## src/rtl/countdown_timer_counter.sv

```systemverilog
// Countdown timer core: loads an HH:MM:SS.cc preset, counts down on clock_1ms rising edges,
// and raises a bounded alarm once the count reaches zero.
module countdown_timer_counter #(
   parameter int ALARM_TICKS = 300
) (
   input  logic       clock,
   input  logic       reset_n,
   input  logic       clock_1ms,
   input  logic       start_edge,
   input  logic       reset_edge,
   input  logic       load_edge,
   input  logic [4:0] load_hours,
   input  logic [5:0] load_minutes,
   input  logic [5:0] load_seconds,
   input  logic [6:0] load_centiseconds,
   output logic       running,
   output logic       expired,
   output logic       alarm,
   output logic [1:0] state,
   output logic [4:0] hours,
   output logic [5:0] minutes,
   output logic [5:0] seconds,
   output logic [6:0] centiseconds
);

   typedef enum logic [1:0] {
      IDLE    = 2'd0,
      RUNNING = 2'd1,
      PAUSED  = 2'd2,
      EXPIRED = 2'd3
   } state_t;

   state_t      state_q;
   logic        clock_1ms_prev;
   logic        tick;
   logic [15:0] alarm_count;

   logic [4:0]  preset_hours;
   logic [5:0]  preset_minutes;
   logic [5:0]  preset_seconds;
   logic [6:0]  preset_centiseconds;

   logic [4:0]  clamp_hours;
   logic [5:0]  clamp_minutes;
   logic [5:0]  clamp_seconds;
   logic [6:0]  clamp_centiseconds;

   logic [4:0]  dec_hours;
   logic [5:0]  dec_minutes;
   logic [5:0]  dec_seconds;
   logic [6:0]  dec_centiseconds;
   logic        count_zero;
   logic        dec_zero;

   assign tick    = clock_1ms & ~clock_1ms_prev;
   assign state   = state_q;
   assign running = (state_q == RUNNING);
   assign expired = (state_q == EXPIRED);

   assign clamp_hours        = (load_hours        > 5'd23) ? 5'd23 : load_hours;
   assign clamp_minutes      = (load_minutes      > 6'd59) ? 6'd59 : load_minutes;
   assign clamp_seconds      = (load_seconds      > 6'd59) ? 6'd59 : load_seconds;
   assign clamp_centiseconds = (load_centiseconds > 7'd99) ? 7'd99 : load_centiseconds;

   assign count_zero = (hours == 5'd0) && (minutes == 6'd0) &&
                       (seconds == 6'd0) && (centiseconds == 7'd0);

   // Borrow chain: each field wraps to its maximum and borrows from the next field up.
   always_comb begin
      dec_hours        = hours;
      dec_minutes      = minutes;
      dec_seconds      = seconds;
      dec_centiseconds = centiseconds - 7'd1;
      if (centiseconds == 7'd0) begin
         dec_centiseconds = 7'd99;
         if (seconds == 6'd0) begin
            dec_seconds = 6'd59;
            if (minutes == 6'd0) begin
               dec_minutes = 6'd59;
               dec_hours   = hours - 5'd1;
            end else begin
               dec_minutes = minutes - 6'd1;
            end
         end else begin
            dec_seconds = seconds - 6'd1;
         end
      end
   end

   assign dec_zero = (dec_hours == 5'd0) && (dec_minutes == 6'd0) &&
                     (dec_seconds == 6'd0) && (dec_centiseconds == 7'd0);

   // One priority chain per cycle: reset_edge, then load_edge, then start_edge, then tick.
   always_ff @(posedge clock or negedge reset_n) begin
      if (!reset_n) begin
         state_q             <= IDLE;
         clock_1ms_prev      <= 1'b0;
         alarm               <= 1'b0;
         alarm_count         <= 16'd0;
         preset_hours        <= 5'd0;
         preset_minutes      <= 6'd0;
         preset_seconds      <= 6'd0;
         preset_centiseconds <= 7'd0;
         hours               <= 5'd0;
         minutes             <= 6'd0;
         seconds             <= 6'd0;
         centiseconds        <= 7'd0;
      end else begin
         clock_1ms_prev <= clock_1ms;
         if (reset_edge) begin
            hours        <= preset_hours;
            minutes      <= preset_minutes;
            seconds      <= preset_seconds;
            centiseconds <= preset_centiseconds;
            state_q      <= IDLE;
            alarm        <= 1'b0;
            alarm_count  <= 16'd0;
         end else if (load_edge && (state_q != RUNNING)) begin
            preset_hours        <= clamp_hours;
            preset_minutes      <= clamp_minutes;
            preset_seconds      <= clamp_seconds;
            preset_centiseconds <= clamp_centiseconds;
            hours               <= clamp_hours;
            minutes             <= clamp_minutes;
            seconds             <= clamp_seconds;
            centiseconds        <= clamp_centiseconds;
            state_q             <= IDLE;
            alarm               <= 1'b0;
            alarm_count         <= 16'd0;
         end else if (start_edge) begin
            case (state_q)
               IDLE:    if (!count_zero) state_q <= RUNNING;
               RUNNING: state_q <= PAUSED;
               PAUSED:  state_q <= RUNNING;
               default: state_q <= state_q;
            endcase
         end else if (tick) begin
            if ((state_q == RUNNING) && !count_zero) begin
               hours        <= dec_hours;
               minutes      <= dec_minutes;
               seconds      <= dec_seconds;
               centiseconds <= dec_centiseconds;
               if (dec_zero) begin
                  state_q     <= EXPIRED;
                  alarm       <= 1'b1;
                  alarm_count <= 16'(ALARM_TICKS);
               end
            end else if ((state_q == EXPIRED) && (alarm_count != 16'd0)) begin
               alarm_count <= alarm_count - 16'd1;
               if (alarm_count == 16'd1) alarm <= 1'b0;
            end
         end
      end
   end

endmodule

```

## config.mk

```make
export PLATFORM = sky130hd
export DESIGN_NAME = countdown_timer_counter
export DESIGN_NICKNAME = d
export VERILOG_FILES = /design/src/rtl/countdown_timer_counter.sv
export SDC_FILE = /design/constraint.sdc
export NUM_CORES = 1
export LEC_CHECK = 0
export BUFFER_PORTS_ARGS = -buffer_cell sky130_fd_sc_hd__buf_2
export CAP_MARGIN = 20
export CORE_MARGIN = 2
export CORE_UTILIZATION = 58
export DETAILED_ROUTE_END_ITERATION = 10
export HOLD_SLACK_MARGIN = 0.08
export PLACE_DENSITY = 0.87
export SLEW_MARGIN = 20
export SYNTH_ARGS = -nofsm -noshare
export SYNTH_HDL_FRONTEND = slang
export SYNTH_SLANG_ARGS = --single-unit
```

## constraint.sdc

```tcl
create_clock -name clock -period 3.8 [get_ports clock]
set_clock_uncertainty 0.1 [all_clocks]
set_input_delay 0.38 -clock clock [delete_from_list [all_inputs] [get_ports clock]]
set_output_delay 0.38 -clock clock [all_outputs]
set_load 0.02 [all_outputs]
```

==> impl_metrics.json <==
{
  "post_cts.repair.setup_buffers": 0,
  "initialDrtViolationCount": 426,
  "reg2reg_to": "alarm_count[15]$_DFFE_PN0P_",
  "synth_edf_count": 0,
  "rsz0062_at_grt": "false",
  "pre_cts_slack_ns": 0.635,
  "r2r-start": "centiseconds[0]$_DFFE_PN0P_",
  "min_from": "load_seconds[4]",
  "track_usage": 0.295,
  "grt_most_used_layer": "met2",
  "tightest_slew_ns": 0.939,
  "clkTransAtPathRegs_ns": 0.07,
  "grtUsageMet1": 0.440,
  "h-tree-depth": 3,
  "grt_pass1_vias": 3852,
  "clk_latency_ns": 0.35,
  "port-buffer-count": 58,
  "cts_tree": "done",
  "worst_slack_ns": 0.537,
  "met3_usage": 0.0427,
  "n_fill_cell": 623,
  "initial_core_util": 0.594,
  "drc": 0,
  "syn_inst": 521,
  "syn_area_um2": 4290,
  "avgViaCountPerCell": 6.33,
  "worstSetupEndpoint": "alarm_count[15]$_DFFE_PN0P_",
  "ys.flop_type": "dfrtp_1",
  "hold_class": "input port to flip-flop",
  "critPathKind": "flip-flop to flip-flop",
  "final_cell_mix": "nand2_1, dfrtp_1, buf_2",
  "status": "finished clean",
  "num_io_pins": 59,
  "r2r_slack_ns": 0.54,
  "finalNetCount": 615,
  "dr.pass1.iters": 5,
  "cpPeakStageDelay_ns": 0.45,
  "clock_path_buffers": 2,
  "synth-seq-cells": 68,
  "setup_violations": 0,
  "core_region_area_um2": 7210,
  "ys_seq_area_frac": 0.397,
  "drt_wl_total_mm": 11.7,
  "final_antenna_net_count": 0,
  "wire_per_inst_um": 17.2,
  "ff2ff_path_depth": 9,
  "cp.arrival_ns": 3.38,
  "p_leak_uw": 0.00220,
  "dieHeight_um": 90.0,
  "place_inst": 663,
  "final_common_cell": "nand2_1",
  "ys_async_sr_fraction": 1.00,
  "antenna_found_initial": 0,
  "slew-limit-headroom": 0.371,
  "worst_hold_slack_ns": 0.159,
  "grt_remaining_overflow": 0,
  "clock-sinks": 68,
  "finalSetupTns_ns": 0,
  "avgSynthCellArea_um2": 8.23,
  "crit_start": "centiseconds[0]$_DFFE_PN0P_",
  "layout-drive-gt1-share": 0.169,
  "vias": 4290,
  "multi_input_area_um2": 2390,
  "synth_nets": 559,
  "ir_drop_mv": 0.313,
  "crit_chain": "inv_1 > ha_1 > or3b_1 > nor2_1 > a211oi_1 > a211o_1 > nor4_4 > o21a_1 > a31oi_1",
  "power.density_nw_per_um2": 530,
  "fmax_mhz": 306,
  "min_period_ns": 3.26,
  "grt_max_degree": 42,
  "gp_congestion": 0.948,
  "antenna_cells": 0,
  "fin_crit_sh": 0.859,
  "slew_viol_final": 0,
  "hold_viol_final": 0,
  "slowest_stage": "dfrtp_1",
  "synth_warnings": 0,
  "critPathCaptureType": "flip-flop",
  "synth.distinct_cells": 68,
  "drv_cap": 0,
  "fin_cells": 678,
  "die_w_um": 90.0,
  "clockRootBuffer": "clkbuf_8",
  "cp_max_fo": 10,
  "critPathLaunchType": "flip-flop",
  "cts_made_buffers": 9,
  "syn_to_final_growth_pct": 12.5,
  "grtUsageMet2": 0.441,
  "seq_area_um2": 1700,
  "grt_first_pass_wirelength_mm": 19.3,
  "final_area_um2": 4820,
  "placementRows": 31,
  "place_hpwl_mm": 8.44,
  "place_area_um2": 4640,
  "crit_required_ns": 3.91,
  "dieArea_um2": 8090
}
cells by family after synthesis:
logic type      Yosys count  synth area share
fa+ha+maj                 8            0.0234
xor+xnor                  6            0.0123
mux                       7            0.0166
compound gates          163             0.241
simple gates            229             0.264
buf+inv                  40            0.0452
flops                    68             0.397
per-stage QoR:
step                 util  total power (uW)
floorplan               -              1730
global placement    0.643              1990
detailed placement  0.643              2010
CTS                 0.668              2540
global route        0.668              2700
finish              0.668              2550
Yosys cell counts, types with 3 or more instances:
master      n  area share
nand2_1    95       0.083
dfrtp_1    68        0.40
nor2_1     45       0.039
a21oi_1    44       0.051
o21ai_0    41       0.048
nor3_1     20       0.023
inv_1      16       0.014
a31oi_1    15       0.022
clkbuf_1   14       0.012
nand3_1    13       0.015
nand2b_1   10       0.015
a211oi_1    8       0.014
ha_1        8       0.023
a21o_1      7       0.012
o22ai_1     7       0.010
mux2i_1     6       0.014
nand4_1     5      0.0073
nor3b_1     5      0.0088
and2_1      4      0.0058
buf_1       4      0.0035
nor2b_1     4      0.0058
o21a_1      4      0.0070
or3_1       4      0.0058
a22o_1      3      0.0061
a22oi_1     3      0.0053
a2bb2oi_1   3      0.0061
buf_6       3      0.0079
o21bai_1    3      0.0053
o221a_1     3      0.0079
or2_2       3      0.0044
or4_1       3      0.0053
xnor2_1     3      0.0061
xor2_1      3      0.0061
worst min path at each step:
stage	endpoint	cells after the start	slack, ns
after global placement	preset_centiseconds[2]$_DFFE_PN0P_	1	0.34
after detailed placement	preset_centiseconds[2]$_DFFE_PN0P_	1	0.35
after global routing	preset_centiseconds[5]$_DFFE_PN0P_	3	0.17
after floorplan	alarm$_DFFE_PN0P_	0	-0.02
after CTS	preset_seconds[4]$_DFFE_PN0P_	3	0.16
final	preset_seconds[4]$_DFFE_PN0P_	3	0.16
where the power goes:
| group | switching [uW] | internal (uW) |
|---|---|---|
| Sequential | 197 | 863 |
| Combinational | 598 | 371 |
| Clock | 265 | 260 |
| Total | 1060 | 1490 |
cell type report:
cell class | instances | share of cell area
Clock buffer | 11 | 0.0314
Inverter | 16 | 0.0125
Clock inverter | 2 | 0.00259
Timing Repair Buffer | 69 | 0.0784
Tap cell | 99 | 0.0257
Sequential cell | 68 | 0.353
Multi-Input combinational cell | 413 | 0.497
routing by layer:
layer | share of wire | wire length [um]
met2 | 0.44 | 5190
met3 | 0.072 | 846
met1 | 0.46 | 5360
met5 | 0 | 0
met4 | 0.025 | 293
worst max-delay path, delay by kind of cell, from the launching register on:
family	cells	cell delay [ns]
flops	1	0.45
fa+ha+maj	1	0.16
buf+inv	1	0.14
compound gates	4	1.05
simple gates	3	1.22
flip-flops by register name (all words and copies together), names as in the netlist:
register	flops
alarm	1
alarm_count	16
centiseconds	7
clock_1ms_prev	1
hours	5
minutes	6
preset_centiseconds	7
preset_hours	5
preset_minutes	6
preset_seconds	6
seconds	6
state	2
what timing repair did:
action	CTS	global route
gates resized for setup	0	0
hold buffers	2	0
hold endpoints to repair	29	0
No activity file was read; power rests on OpenSTA's default activity.
